**src/rtl/draw_pads.sv**
```systemverilog
// Landing-pad overlay: NUM_PADS textured rectangles with a blinking target pad, 3-clk pipeline.
// Optional build macro PAD_COLORKEY_EN makes texels equal to COLOR_KEY transparent.
module draw_pads #(
  parameter int          NUM_PADS     = 2,
  parameter int          PAD_W        = 115,
  parameter int          PAD_H        = 20,
  parameter int          TILE_BITS    = 4,
  parameter int          ADDR_W       = 12,
  parameter int          BLINK_FRAMES = 16,
  parameter logic [11:0] COLOR_KEY    = 12'h000
) (
  input  logic                     clk,
  input  logic                     rst,
  input  logic [NUM_PADS-1:0]      pad_en,
  input  logic [11*NUM_PADS-1:0]   pad_x,
  input  logic [11*NUM_PADS-1:0]   pad_y,
  input  logic [NUM_PADS-1:0]      target_sel,
  input  logic [10:0]              hcount_in,
  input  logic [10:0]              vcount_in,
  input  logic                     hsync_in,
  input  logic                     hblnk_in,
  input  logic                     vsync_in,
  input  logic                     vblnk_in,
  input  logic [11:0]              rgb_in,
  output logic [10:0]              hcount_out,
  output logic [10:0]              vcount_out,
  output logic                     hsync_out,
  output logic                     hblnk_out,
  output logic                     vsync_out,
  output logic                     vblnk_out,
  output logic [11:0]              rgb_out,
  output logic [ADDR_W-1:0]        pixel_addr,
  input  logic [11:0]              rgb_pixel,
  output logic                     pad_hit
);

  localparam int HALF = ADDR_W / 2;
  localparam int FC_W = (BLINK_FRAMES > 1) ? $clog2(BLINK_FRAMES) : 1;

  // Stage 1 hit search; descending loop so the lowest matching index is written last and wins.
  logic                 hit_d, tgt_d;
  logic [ADDR_W-1:0]    addr_d;
  logic [11:0]          lx, ty;
  logic [TILE_BITS-1:0] dx, dy;

  always_comb begin
    hit_d  = 1'b0;
    tgt_d  = 1'b0;
    addr_d = pixel_addr;
    lx     = '0;
    ty     = '0;
    dx     = '0;
    dy     = '0;
    for (int i = NUM_PADS - 1; i >= 0; i--) begin
      lx = {1'b0, pad_x[11*i +: 11]};
      ty = {1'b0, pad_y[11*i +: 11]};
      dx = hcount_in[TILE_BITS-1:0] - pad_x[11*i +: TILE_BITS];
      dy = vcount_in[TILE_BITS-1:0] - pad_y[11*i +: TILE_BITS];
      if (pad_en[i] &&
          ({1'b0, hcount_in} >= lx) && ({1'b0, hcount_in} < lx + 12'(PAD_W)) &&
          ({1'b0, vcount_in} >= ty) && ({1'b0, vcount_in} < ty + 12'(PAD_H))) begin
        hit_d  = 1'b1;
        tgt_d  = target_sel[i];
        addr_d = '0;
        addr_d[HALF +: TILE_BITS] = dy;
        addr_d[0 +: TILE_BITS]    = dx;
      end
    end
  end

  logic [FC_W-1:0] frame_cnt_q, frame_cnt_d;
  logic            blink_q, blink_d, vs_prev_q;

  always_comb begin
    frame_cnt_d = frame_cnt_q;
    blink_d     = blink_q;
    if (vsync_in && !vs_prev_q) begin
      if (frame_cnt_q == FC_W'(BLINK_FRAMES - 1)) begin
        frame_cnt_d = '0;
        blink_d     = ~blink_q;
      end else begin
        frame_cnt_d = frame_cnt_q + 1'b1;
      end
    end
  end

  logic texel_opaque;
`ifdef PAD_COLORKEY_EN
  assign texel_opaque = (rgb_pixel != COLOR_KEY);
`else
  logic unused_color_key;
  assign unused_color_key = ^COLOR_KEY;
  assign texel_opaque     = 1'b1;
`endif

  logic [10:0]       hc1_q, vc1_q, hc2_q, vc2_q, hc3_q, vc3_q;
  logic [3:0]        sy1_q, sy2_q, sy3_q;
  logic [11:0]       rgb1_q, rgb2_q, rgb3_q;
  logic              hit1_q, hit2_q, tgt1_q, tgt2_q, hit3_q;
  logic [ADDR_W-1:0] pixel_addr_q;
  logic              draw;

  // The target bit travels with the pixel so target_sel changes never affect pixels in flight.
  assign draw = hit2_q && !(blink_q && tgt2_q) && texel_opaque;

  always_ff @(posedge clk or posedge rst) begin
    if (rst) begin
      hc1_q <= '0; vc1_q <= '0; sy1_q <= '0; rgb1_q <= '0; hit1_q <= 1'b0; tgt1_q <= 1'b0;
      hc2_q <= '0; vc2_q <= '0; sy2_q <= '0; rgb2_q <= '0; hit2_q <= 1'b0; tgt2_q <= 1'b0;
      hc3_q <= '0; vc3_q <= '0; sy3_q <= '0; rgb3_q <= '0; hit3_q <= 1'b0;
      pixel_addr_q <= '0;
      vs_prev_q    <= 1'b0;
      frame_cnt_q  <= '0;
      blink_q      <= 1'b0;
    end else begin
      hc1_q  <= hcount_in;
      vc1_q  <= vcount_in;
      sy1_q  <= {hsync_in, hblnk_in, vsync_in, vblnk_in};
      rgb1_q <= rgb_in;
      hit1_q <= hit_d;
      tgt1_q <= tgt_d;
      pixel_addr_q <= addr_d;

      hc2_q  <= hc1_q;
      vc2_q  <= vc1_q;
      sy2_q  <= sy1_q;
      rgb2_q <= rgb1_q;
      hit2_q <= hit1_q;
      tgt2_q <= tgt1_q;

      hc3_q  <= hc2_q;
      vc3_q  <= vc2_q;
      sy3_q  <= sy2_q;
      rgb3_q <= draw ? rgb_pixel : rgb2_q;
      hit3_q <= draw;

      vs_prev_q   <= vsync_in;
      frame_cnt_q <= frame_cnt_d;
      blink_q     <= blink_d;
    end
  end

  assign hcount_out = hc3_q;
  assign vcount_out = vc3_q;
  assign {hsync_out, hblnk_out, vsync_out, vblnk_out} = sy3_q;
  assign rgb_out    = rgb3_q;
  assign pad_hit    = hit3_q;
  assign pixel_addr = pixel_addr_q;

endmodule

```
**config.mk**
```make
export PLATFORM = sky130hd
export DESIGN_NAME = draw_pads
export DESIGN_NICKNAME = d
export VERILOG_FILES = /design/src/rtl/draw_pads.sv
export SDC_FILE = /design/constraint.sdc
export NUM_CORES = 1
export LEC_CHECK = 0
export ABC_AREA = 1
export BUFFER_PORTS_ARGS = -buffer_cell sky130_fd_sc_hd__buf_4
export CORE_ASPECT_RATIO = 0.5
export CORE_MARGIN = 3
export CORE_UTILIZATION = 50
export CTS_CLUSTER_DIAMETER = 80
export DETAILED_ROUTE_END_ITERATION = 8
export PLACE_DENSITY = 0.77
export RECOVER_POWER = 25
export SYNTH_ARGS = -nofsm -noshare
export SYNTH_HDL_FRONTEND = slang
export SYNTH_SLANG_ARGS = --single-unit
```
**constraint.sdc**
```tcl
create_clock -name clk -period 3.7 [get_ports clk]
set_input_delay 0.37 -clock clk [delete_from_list [all_inputs] [get_ports clk]]
set_output_delay 0.37 -clock clk [all_outputs]
set_load 0.02 [all_outputs]
```
==> flow_metrics.py, run 1 <==
metrics = {
    "worst_setup_path": {
        "cp_max_fo": 7,
        "r2r_setup_slack_ns": 2.34,
        "criticalPathCategory": "in -> reg",
        "crit_arrival_ns": 3.64,
        "critPathRequiredTime_ns": 3.99,
        "cp-start-kind": "input port",
        "ff2ff_path_depth": 5,
        "cp-end-kind": "register",
    },
    "clock_tree": {
        "path_clk_slew_ns": 0.06,
        "clkLatencyLatePin_ns": 0.40,
        "cts-buffers-inserted": 17,
        "cts_hold_buf": 0,
        "cts_root_buf": "clkbuf_16",
        "cts_tree": "done",
        "htreeDepth": 4,
        "clock-sinks": 132,
        "cts_max_path_buffers": 2,
    },
    "sta": {
        "fmax_mhz": 298,
        "setup_viol": 0,
        "finalCriticalPeriod_ns": 3.35,
        "slew_headroom": 0.250,
        "hold_viol_final": 0,
        "rsz0062_at_grt": "false",
        "tightest_slew_ns": 1.12,
        "min_period_over_period": 0.907,
        "slew_viol_final": 0,
        "fin_skew_ns": 0.00565,
    },
    "place": {
        "gp_congestion": 0.931,
        "placedCellCount": 1070,
        "place_hpwl_mm": 12.7,
        "io_buffers": 146,
    },
    "floorplan": {
        "core_area_um2": 13100,
        "rows": 29,
        "die_h_um": 89.2,
        "die_w_um": 172,
        "die_area_um2": 15400,
        "start_util": 0.528,
        "ios": 151,
    },
    "power": {
        "power_mw": 4.32,
        "vdd_ir_drop_max_v": 0.000440,
        "p_per_area_nw_per_um2": 483,
        "p_leak_nw": 4.70,
    },
    "finish": {
        "finish.utilization": 0.683,
        "instances_no_fill": 1104,
        "insertedDiodeCount": 0,
        "fillers": 1023,
        "drive_above_1_share": 0.233,
        "area_growth_pct": 29.4,
        "num-nets-final": 1102,
    },
    "routing": {
        "first_iter_violations": 276,
        "viasPerCell": 4.85,
        "dr.pass1.iters": 5,
        "ant_nets": 0,
        "wl_per_cell_um": 14.8,
        "num_vias": 5352,
        "wirelength_mm": 16.3,
        "drc": 0,
    },
    "job": {
        "max-cap-violations": 0,
    },
    "worst_hold_path": {
        "holdCritPathClass": "in -> reg",
        "whs_path_depth": 1,
    },
    "synthesis": {
        "synth_simple_gate_area_frac": 0.183,
        "ys_ff_latch": 132,
        "synthXorXnorAreaFrac": 0.0456,
        "yosys.cell_types.count": 35,
        "synthCells": 726,
        "synthTopCellsByArea": "dfrtp_1, ha_1, nand2_1",
        "synthesis.area_um2": 6920,
        "synth_top_family_by_area": "simple AND/OR/NAND/NOR gates",
        "synth-compound-area-share": 0.0577,
        "synth_top_area_cell": "dfrtp_1",
        "synth.area.mux_share": 0,
        "yosys.area_share.adder": 0.178,
        "avgSynthCellArea_um2": 9.53,
        "yosysTopAreaCellShare": 0.478,
        "ys_warn_count": 0,
        "ys_seq_area_frac": 0.478,
    },
    "global_route": {
        "grt_max_degree": 79,
        "grt_antenna_before_repair": 0,
        "grt_pass1_vias": 5319,
        "grt_overflow": 0,
        "grt_pass1_wl_mm": 25.9,
        "grt_use_total": 0.220,
    },
    "status": {
        "outcome": "finished clean",
    },
}
[repair_timing]
action,CTS,global route
setup endpoints to repair,0,2
resized for setup,0,12
buffers inserted,0,2
[per-stage QoR]
stage	setup TNS [ns]	hold slack, ns	setup slack, ns	area [µm²]
global placement	-0.124	0.331	-0.0713	8340
finish	0	0.101	0.346	8950
global route	0	0.0761	0.00616	8950
floorplan	0	0.331	0.0308	6930
detailed placement	-0.566	0.335	-0.226	8340
CTS	0	0.0619	0.191	8980
[layout by cell type (no fill, tap or decap), drive strengths merged]
| cell | instances |
|---|---|
| nor2 | 42 |
| o211ai | 3 |
| ha | 95 |
| nor4 | 1 |
| a31oi | 1 |
| or2 | 1 |
| buf | 127 |
| nand3b | 4 |
| clkinv | 2 |
| and3 | 2 |
| clkinvlp | 6 |
| clkbuf | 58 |
| o21a | 1 |
| bufinv | 4 |
| nand2 | 173 |
| inv | 91 |
| a21oi | 39 |
| o21ai | 26 |
| xor2 | 33 |
| nand4 | 15 |
| conb | 4 |
| dfrtp | 132 |
| nor3 | 10 |
| fa | 2 |
| nand3 | 39 |
| a21boi | 1 |
| a211oi | 3 |
| xnor2 | 3 |
[cells in the mapped netlist]
cell type    n
nor2_2       4
xor2_1      33
inv_1       79
nand3_2      2
xnor2_1      3
o21ai_0     18
o21ai_1      6
buf_6        2
nand4_2      1
nor4_1       1
a211oi_1     3
clkbuf_1     2
nand4_1     14
dfrtp_1    132
o211ai_1     3
nand2_2      5
nand2_4      2
conb_1       1
a21oi_1     39
buf_4        4
inv_2       12
o21a_1       1
ha_1        95
nand2_1    166
nor3_1       8
nand3b_1     4
a31oi_1      1
o21ai_2      2
and3_1       2
or2_2        1
nor3_2       2
nand3_1     37
fa_1         2
nor2_1      38
a21boi_1     1
[final cells by class]
| type | instances | area, µm² | area share |
|---|---|---|---|
| flip-flops and latches | 132 | 3300 | 0.369 |
| clock buffers | 20 | 467 | 0.0521 |
| well taps | 186 | 233 | 0.0260 |
| multi-input cells | 498 | 3250 | 0.363 |
| repair buffers | 165 | 1170 | 0.131 |
| inverters | 91 | 345 | 0.0386 |
| clock inverters | 12 | 176 | 0.0197 |
[cell families (layout without fill, tap and decap cells)]
logic type,Yosys count,after routing
flops,132,132
fa+ha+maj,97,97
other cells,1,4
simple gates,287,287
xor+xnor,36,36
compound gates,74,74
buf+inv,99,288
[routing by layer]
metal / part of all wire / global-route usage
met1: 0.47 / 0.294
met4: 0.0053 / 0.0478
met3: 0.046 / 0.0446
met2: 0.48 / 0.380
met5: 0 / 0
[sequential cells by signal, indices dropped and copies added, names as in the netlist, 4 cells and up]
register / cells
frame_cnt_q: 4
hc1_q: 11
hc2_q: 11
hcount_out: 11
pixel_addr: 8
rgb1_q: 12
rgb2_q: 12
rgb_out: 12
sy1_q: 4
sy2_q: 4
sy3_q: 4
vc1_q: 11
vc2_q: 11
vcount_out: 11
[where the power goes]
group	internal [mW]	switching, mW
clock	1.18	0.595
sequential	1.58	0.0636
combinational	0.373	0.527
total	3.14	1.19
[worst paths after layout]
kind / end / start
worst max-delay path: pixel_addr[3]$_DFFE_PP0P_ / pad_x[0]
worst min-delay path: rgb1_q[5]$_DFF_PP0_ / rgb_in[5]
worst max register to register: rgb_out[10]$_DFF_PP0_ / blink_q$_DFFE_PP0P_
worst min register to register: rgb2_q[3]$_DFF_PP0_ / rgb1_q[3]$_DFF_PP0_
max in group asynchronous: sy1_q[0]$_DFF_PP0_ / rst
min in group asynchronous: frame_cnt_q[0]$_DFFE_PP0P_ / rst
[critical path, stage by stage]
cell	delay, ns
buf_4	0.10
inv_2	0.04
ha_1	0.20
or2_4	0.27
nor2_4	0.10
nor3_2	0.07
a21oi_2	0.17
nand3_1	0.11
xor2_1	0.16
ha_1	0.29
nand3b_1	0.11
nand2_1	0.07
nor2_1	0.11
nand4_2	0.16
buf_6	0.18
nand2_1	0.05
o21ai_1	0.06
ha_1	0.34
a21oi_2	0.16
o21ai_2	0.07
xor2_1	0.19
inv_1	0.06
nand3_1	0.08
nand2_1	0.05
nand2_1	0.05
nand2_1	0.04
Power figures use the tool's default switching activity.
==> run 2, diff against run 1 <==
--- a/config.mk
+++ b/config.mk
@@ -9,10 +9,10 @@
 export BUFFER_PORTS_ARGS = -buffer_cell sky130_fd_sc_hd__buf_4
 export CORE_ASPECT_RATIO = 0.5
 export CORE_MARGIN = 3
-export CORE_UTILIZATION = 50
+export CORE_UTILIZATION = 55
 export CTS_CLUSTER_DIAMETER = 80
 export DETAILED_ROUTE_END_ITERATION = 8
-export PLACE_DENSITY = 0.77
+export PLACE_DENSITY = 0.81
 export RECOVER_POWER = 25
 export SYNTH_ARGS = -nofsm -noshare
 export SYNTH_HDL_FRONTEND = slang
==> constraint.sdc (replaced) <==
create_clock -name clk -period 3.8 [get_ports clk]
set_input_delay 0.38 -clock clk [delete_from_list [all_inputs] [get_ports clk]]
set_output_delay 0.38 -clock clk [all_outputs]
set_load 0.02 [all_outputs]
==> run 2 against run 1 <==
Against the previous run:
- sequential power is 3% lower
- power is 4.3% lower
- global-route usage is 1.7 points higher
- final cell count is 2.6% lower
- worst hold slack worse by 0.0097 ns
- utilization is 4.8 points higher
- design area is 1.5% lower
- critical path depth is 1 lower
- setup slack worse by 0.11 ns
- register-to-register slack better by 0.04 ns
- die area is 8.6% lower
- critical endpoint unchanged
==> flow_metrics.py, run 2 (synthesis results as in run 1) <==
metrics = {
    "status": {
        "outcome": "finished clean",
    },
    "worst_setup_path": {
        "criticalPathCategory": "in -> reg",
        "cp_num_cells": 25,
        "regToRegStartpoint": "sy1_q[1]$_DFF_PP0_",
        "r2r_setup_slack_ns": 2.38,
        "cpMaxStageDelayCell": "ha_1",
        "r2r-end": "frame_cnt_q[3]$_DFFE_PP0P_",
        "critPathRequiredTime_ns": 4.10,
        "cp-start-kind": "input port",
        "slowest_delay_ns": 0.35,
        "cp-startpoint": "pad_x[0]",
        "crit_buf_inv": 4,
        "cp_max_fo": 12,
        "crit_top_cell": "nand2_1",
        "ff2ff_path_depth": 5,
        "crit_arrival_ns": 3.87,
        "cp-end-kind": "register",
        "path_delay_family": "simple AND/OR/NAND/NOR gates",
        "crit_end": "pixel_addr[3]$_DFFE_PP0P_",
    },
    "sta": {
        "fin_skew_ns": 0.00979,
        "hold_viol_final": 0,
        "slew_headroom": 0.615,
        "setup_viol": 0,
        "slew_viol_final": 0,
        "hold_slack_ns": 0.0918,
        "tightest_slew_ns": 0.577,
        "min_period_over_period": 0.938,
        "fmax_mhz": 281,
        "finalCriticalPeriod_ns": 3.56,
    },
    "global_route": {
        "grt_overflow": 0,
        "grt_pass1_vias": 5616,
        "grt_antenna_before_repair": 0,
        "grt_max_degree": 75,
        "grt_pass1_wl_mm": 26.2,
        "grt_use_total": 0.237,
    },
    "worst_hold_path": {
        "min_from": "vblnk_in",
        "holdCritPathClass": "in -> reg",
    },
    "routing": {
        "viasPerCell": 5.16,
        "first_iter_violations": 370,
        "ant_nets": 0,
        "drc": 0,
        "wl_per_cell_um": 15.0,
        "dr.pass1.iters": 5,
        "num_vias": 5548,
        "wirelength_mm": 16.1,
    },
    "finish": {
        "multi_input_comb_area_um2": 3240,
        "instances_no_fill": 1075,
        "register_area_um2": 3300,
        "fillers": 875,
        "drive_above_1_share": 0.221,
        "insertedDiodeCount": 0,
        "num-nets-final": 1094,
        "final_cell_mix": "nand2_1, dfrtp_1, buf_4",
        "area_growth_pct": 27.4,
        "final_common_cell": "nand2_1",
    },
    "clock_tree": {
        "cts-buffers-inserted": 17,
        "clock-sinks": 132,
        "cts_root_buf": "clkbuf_16",
        "htreeDepth": 4,
        "cts_tree": "done",
        "path_clk_slew_ns": 0.06,
        "clkLatencyLatePin_ns": 0.42,
        "cts_max_path_buffers": 2,
    },
    "place": {
        "placedCellCount": 1040,
        "io_buffers": 146,
        "place_hpwl_mm": 12.1,
        "gp_congestion": 0.902,
    },
    "job": {
        "max-cap-violations": 0,
    },
    "power": {
        "p_leak_nw": 4.65,
        "p_per_area_nw_per_um2": 470,
        "vdd_ir_drop_max_v": 0.000253,
    },
    "floorplan": {
        "core_area_um2": 12100,
        "die_w_um": 165,
        "die_area_um2": 14000,
        "rows": 28,
        "start_util": 0.574,
        "ios": 151,
        "die_h_um": 85.3,
    },
}
==> run 2: changes by cell type in the layout (fill, tap and decap cells not counted), sizes merged <==
cell | previous run | this run
clkinv | 2 | 4
inv | 91 | 94
clkbuf | 58 | 57
buf | 127 | 118
dlygate4sd3 | 0 | 1
bufinv | 4 | 3
clkinvlp | 6 | 3
==> run 2: through the flow <==
| stage | setup WS, ns | total power [mW] | TNS [ns] | util | instance area (µm²) |
|---|---|---|---|---|---|
| finish | 0.236 | 4.14 | 0 | 0.731 | 8810 |
| global route | -0.0147 | 4.35 | -0.0147 | 0.731 | 8810 |
| CTS | 0.157 | 4.17 | 0 | 0.735 | 8860 |
| detailed placement | -0.149 | 2.48 | -0.273 | 0.684 | 8250 |
| global placement | 0.0000333 | 2.44 | 0 | 0.684 | 8250 |
| floorplan | 0.121 | 2.12 | 0 | - | 6930 |
==> run 2: what timing repair did <==
item	4_1_cts	5_1_grt
hold endpoints to repair	14	0
hold buffers	1	0
gates resized for setup	0	7
setup buffers	0	2
endpoints found under the setup margin	0	2
==> run 2: how the worst min path moves through the flow <==
stage	to	cells after the start
2_1_floorplan	hc2_q[0]$_DFF_PP0_	0
3_3_place_gp	sy3_q[0]$_DFF_PP0_	0
3_5_place_dp	hc2_q[6]$_DFF_PP0_	0
4_1_cts	sy1_q[0]$_DFF_PP0_	1
5_1_grt	rgb1_q[8]$_DFF_PP0_	1
6_report	sy1_q[0]$_DFF_PP0_	1
==> run 2: routing by layer <==
metal	vias up	GRT usage	wire (µm)
met5	-	0	0
met2	143	0.425	8340
met3	28	0.0580	867
met4	0	0.0738	219
li1	2712	-	-
met1	2665	0.284	6680
==> run 2: layout make-up <==
cell class / count / area share
inverters: 91 / 0.0392
clock buffers: 19 / 0.0491
clock inverters: 13 / 0.0197
multi-input cells: 498 / 0.367
well taps: 165 / 0.0234
flip-flops and latches: 132 / 0.375
repair buffers: 157 / 0.126
==> run 2: worst register-to-register path: cells and delay by family, from the launching register on <==
| kind | cells | cell delay (ns) |
|---|---|---|
| AND/OR/NAND/NOR | 3 | 0.61 |
| flip-flops | 1 | 0.38 |
| XOR/XNOR | 1 | 0.19 |
| buffers and inverters | 1 | 0.11 |
==> run 2: power by group <==
| group | internal [mW] | switching (mW) | total, mW |
|---|---|---|---|
| Clock | 1.04 | 0.630 | 1.67 |
| Sequential | 1.54 | 0.0606 | 1.60 |
| Combinational | 0.357 | 0.507 | 0.864 |
| Total | 2.94 | 1.20 | 4.14 |
==> run 3, diff against run 2 <==
--- a/config.mk
+++ b/config.mk
@@ -13,7 +13,7 @@
 export CTS_CLUSTER_DIAMETER = 80
 export DETAILED_ROUTE_END_ITERATION = 8
 export PLACE_DENSITY = 0.81
-export RECOVER_POWER = 25
+export RECOVER_POWER = 100
 export SYNTH_ARGS = -nofsm -noshare
 export SYNTH_HDL_FRONTEND = slang
 export SYNTH_SLANG_ARGS = --single-unit
==> run 3 against run 2 <==
Against the previous run:
- the flow now finishes with violations (max-capacitance violations, max-slew violations)
- clock power about the same
- register-to-register slack about the same
- non-clock buffer count unchanged
- setup slack worse by 0.00070 ns
- die area unchanged
- global-route usage unchanged
- fmax about the same
- worst hold slack better by 0.00069 ns
- combinational power down 7.1%
- critical endpoint unchanged
- largest cell class unchanged
==> flow_metrics.py, run 3 (synthesis results as in run 1) <==
metrics = {
    "status": {
        "outcome": "complete, but fails checks",
        "violations": "max-capacitance violations, max-slew violations",
    },
    "routing": {
        "wl_per_cell_um": 15.0,
        "first_iter_violations": 332,
        "num_vias": 5572,
        "dr.pass1.iters": 6,
        "wirelength_mm": 16.2,
        "viasPerCell": 5.18,
        "drc": 0,
        "ant_nets": 0,
    },
    "place": {
        "placedCellCount": 1040,
        "place_hpwl_mm": 12.1,
        "dpl_cell_area_um2": 8250,
        "io_buffers": 146,
        "gp_congestion": 0.902,
    },
    "worst_setup_path": {
        "ff2ff_path_depth": 5,
        "criticalPathCategory": "in -> reg",
        "cp-end-kind": "register",
        "crit_arrival_ns": 3.87,
        "critPathRequiredTime_ns": 4.10,
        "cp-start-kind": "input port",
        "cp_max_fo": 12,
        "r2r-end": "frame_cnt_q[3]$_DFFE_PP0P_",
        "r2r_setup_slack_ns": 2.38,
        "regToRegStartpoint": "sy1_q[1]$_DFF_PP0_",
    },
    "finish": {
        "area_growth_pct": 24.6,
        "multi_input_comb_area_um2": 3240,
        "instances_no_fill": 1075,
        "fin_area_um2": 8620,
        "final_common_cell": "nand2_1",
        "insertedDiodeCount": 0,
        "num-nets-final": 1094,
        "drive_above_1_share": 0.169,
        "register_area_um2": 3300,
        "final_cell_mix": "nand2_1, dfrtp_1, ha_1",
        "fillers": 923,
    },
    "floorplan": {
        "die_h_um": 85.3,
        "start_util": 0.574,
        "core_area_um2": 12100,
        "die_w_um": 165,
        "rows": 28,
        "die_area_um2": 14000,
        "ios": 151,
    },
    "clock_tree": {
        "cts_tree": "done",
        "cts_root_buf": "clkbuf_16",
        "cts-buffers-inserted": 17,
        "htreeDepth": 4,
        "clock-sinks": 132,
        "clkLatencyLatePin_ns": 0.42,
        "path_clk_slew_ns": 0.06,
        "cts_max_path_buffers": 2,
    },
    "power": {
        "p_per_area_nw_per_um2": 473,
        "seq_power_share": 0.393,
        "power_switching_mw": 1.19,
        "vdd_ir_drop_max_v": 0.000252,
        "power_mw": 4.08,
        "pwr-share-clk": 0.410,
        "comb_power_share": 0.197,
        "switching_share": 0.293,
        "intPower_mw": 2.88,
        "p_leak_nw": 4.47,
    },
    "worst_hold_path": {
        "min_from": "hblnk_in",
        "holdCritPathClass": "in -> reg",
        "hold_path_end": "sy1_q[2]$_DFF_PP0_",
        "whs_path_depth": 1,
    },
    "global_route": {
        "grt_max_degree": 75,
        "grt_antenna_before_repair": 0,
        "grt_pass1_vias": 5616,
        "grt_overflow": 0,
        "grt_pass1_wl_mm": 26.2,
        "grt_use_total": 0.237,
    },
    "sta": {
        "slew_viol_final": 75,
        "finalCriticalPeriod_ns": 3.56,
        "fin_tns_setup_ns": 0,
        "slew_headroom": -0.127,
        "setup_viol": 0,
        "hold_slack_ns": 0.0925,
        "hold_viol_final": 0,
        "min_period_over_period": 0.938,
        "fin_skew_ns": 0.0110,
        "fmax_mhz": 281,
        "tightest_slew_ns": 1.69,
    },
    "job": {
        "max-cap-violations": 1,
    },
}
run 3: cell count changes in the layout (fill, tap and decap cells not counted), sizes merged:
cell | before | now
clkbuf | 57 | 107
buf | 118 | 68
run 3: worst max-delay path, stage by stage:
cell	delay (ns)
buf_4	0.10
inv_2	0.04
ha_1	0.20
or2_2	0.31
nor2_2	0.11
nor3_1	0.08
a21oi_1	0.22
nand3_1	0.14
xor2_1	0.17
ha_1	0.29
nand3b_1	0.11
nand2_1	0.06
nor2_1	0.11
nand4_2	0.13
buf_6	0.19
nand2_1	0.06
o21ai_1	0.07
ha_1	0.35
a21oi_2	0.18
o21ai_2	0.09
xor2_1	0.21
inv_1	0.06
nand3_1	0.08
nand2_1	0.05
nand2_1	0.05
nand2_1	0.04
run 3: layout make-up:
| cell class | instances | area share |
|---|---|---|
| clock buffer | 19 | 0.0502 |
| sequential | 132 | 0.383 |
| inverter | 91 | 0.0398 |
| clock inverter | 13 | 0.0202 |
| timing repair buffer | 157 | 0.107 |
| multi-input combinational | 498 | 0.376 |
| tap | 165 | 0.0240 |
run 3: worst max path at each step:
stage | start | endpoint | cells past startpoint
after detailed placement | pad_x[0] | pixel_addr[9]$_DFFE_PP0P_ | 27
after floorplan | pad_x[0] | pixel_addr[9]$_DFFE_PP0P_ | 26
after global placement | pad_x[0] | pixel_addr[3]$_DFFE_PP0P_ | 26
final | pad_x[0] | pixel_addr[3]$_DFFE_PP0P_ | 26
after CTS | pad_x[0] | pixel_addr[3]$_DFFE_PP0P_ | 25
after global routing | pad_x[0] | pixel_addr[3]$_DFFE_PP0P_ | 25
run 3: timing repair:
item	4_1_cts	5_1_grt
endpoints found under the hold margin	14	0
endpoints found under the setup margin	0	2
hold buffers	1	0
gates resized for setup	0	7
setup buffers	0	2
run 3: layer usage:
metal | part of all wire | track usage | wire length, µm | vias up
met5 | 0 | 0 | 0 | -
met4 | 0.015 | 0.0738 | 248 | 0
met3 | 0.059 | 0.0580 | 947 | 31
met2 | 0.51 | 0.425 | 8290 | 164
met1 | 0.41 | 0.284 | 6670 | 2663
li1 | - | - | - | 2714
run 3: through the flow:
stage | utilization | worst slack (ns)
finish | 0.715 | 0.236
global route | 0.715 | -0.0147
CTS | 0.735 | 0.157
detailed placement | 0.684 | -0.149
global placement | 0.684 | 0.0000333
floorplan | - | 0.121
run 3: power by group through the flow:
stage	logic, mW	clock network [mW]	registers, mW
floorplan	0.424	0	1.70
global placement	0.816	0	1.62
detailed placement	0.854	0	1.62
CTS	0.869	1.70	1.60
global route	0.899	1.78	1.61
finish	0.803	1.67	1.60
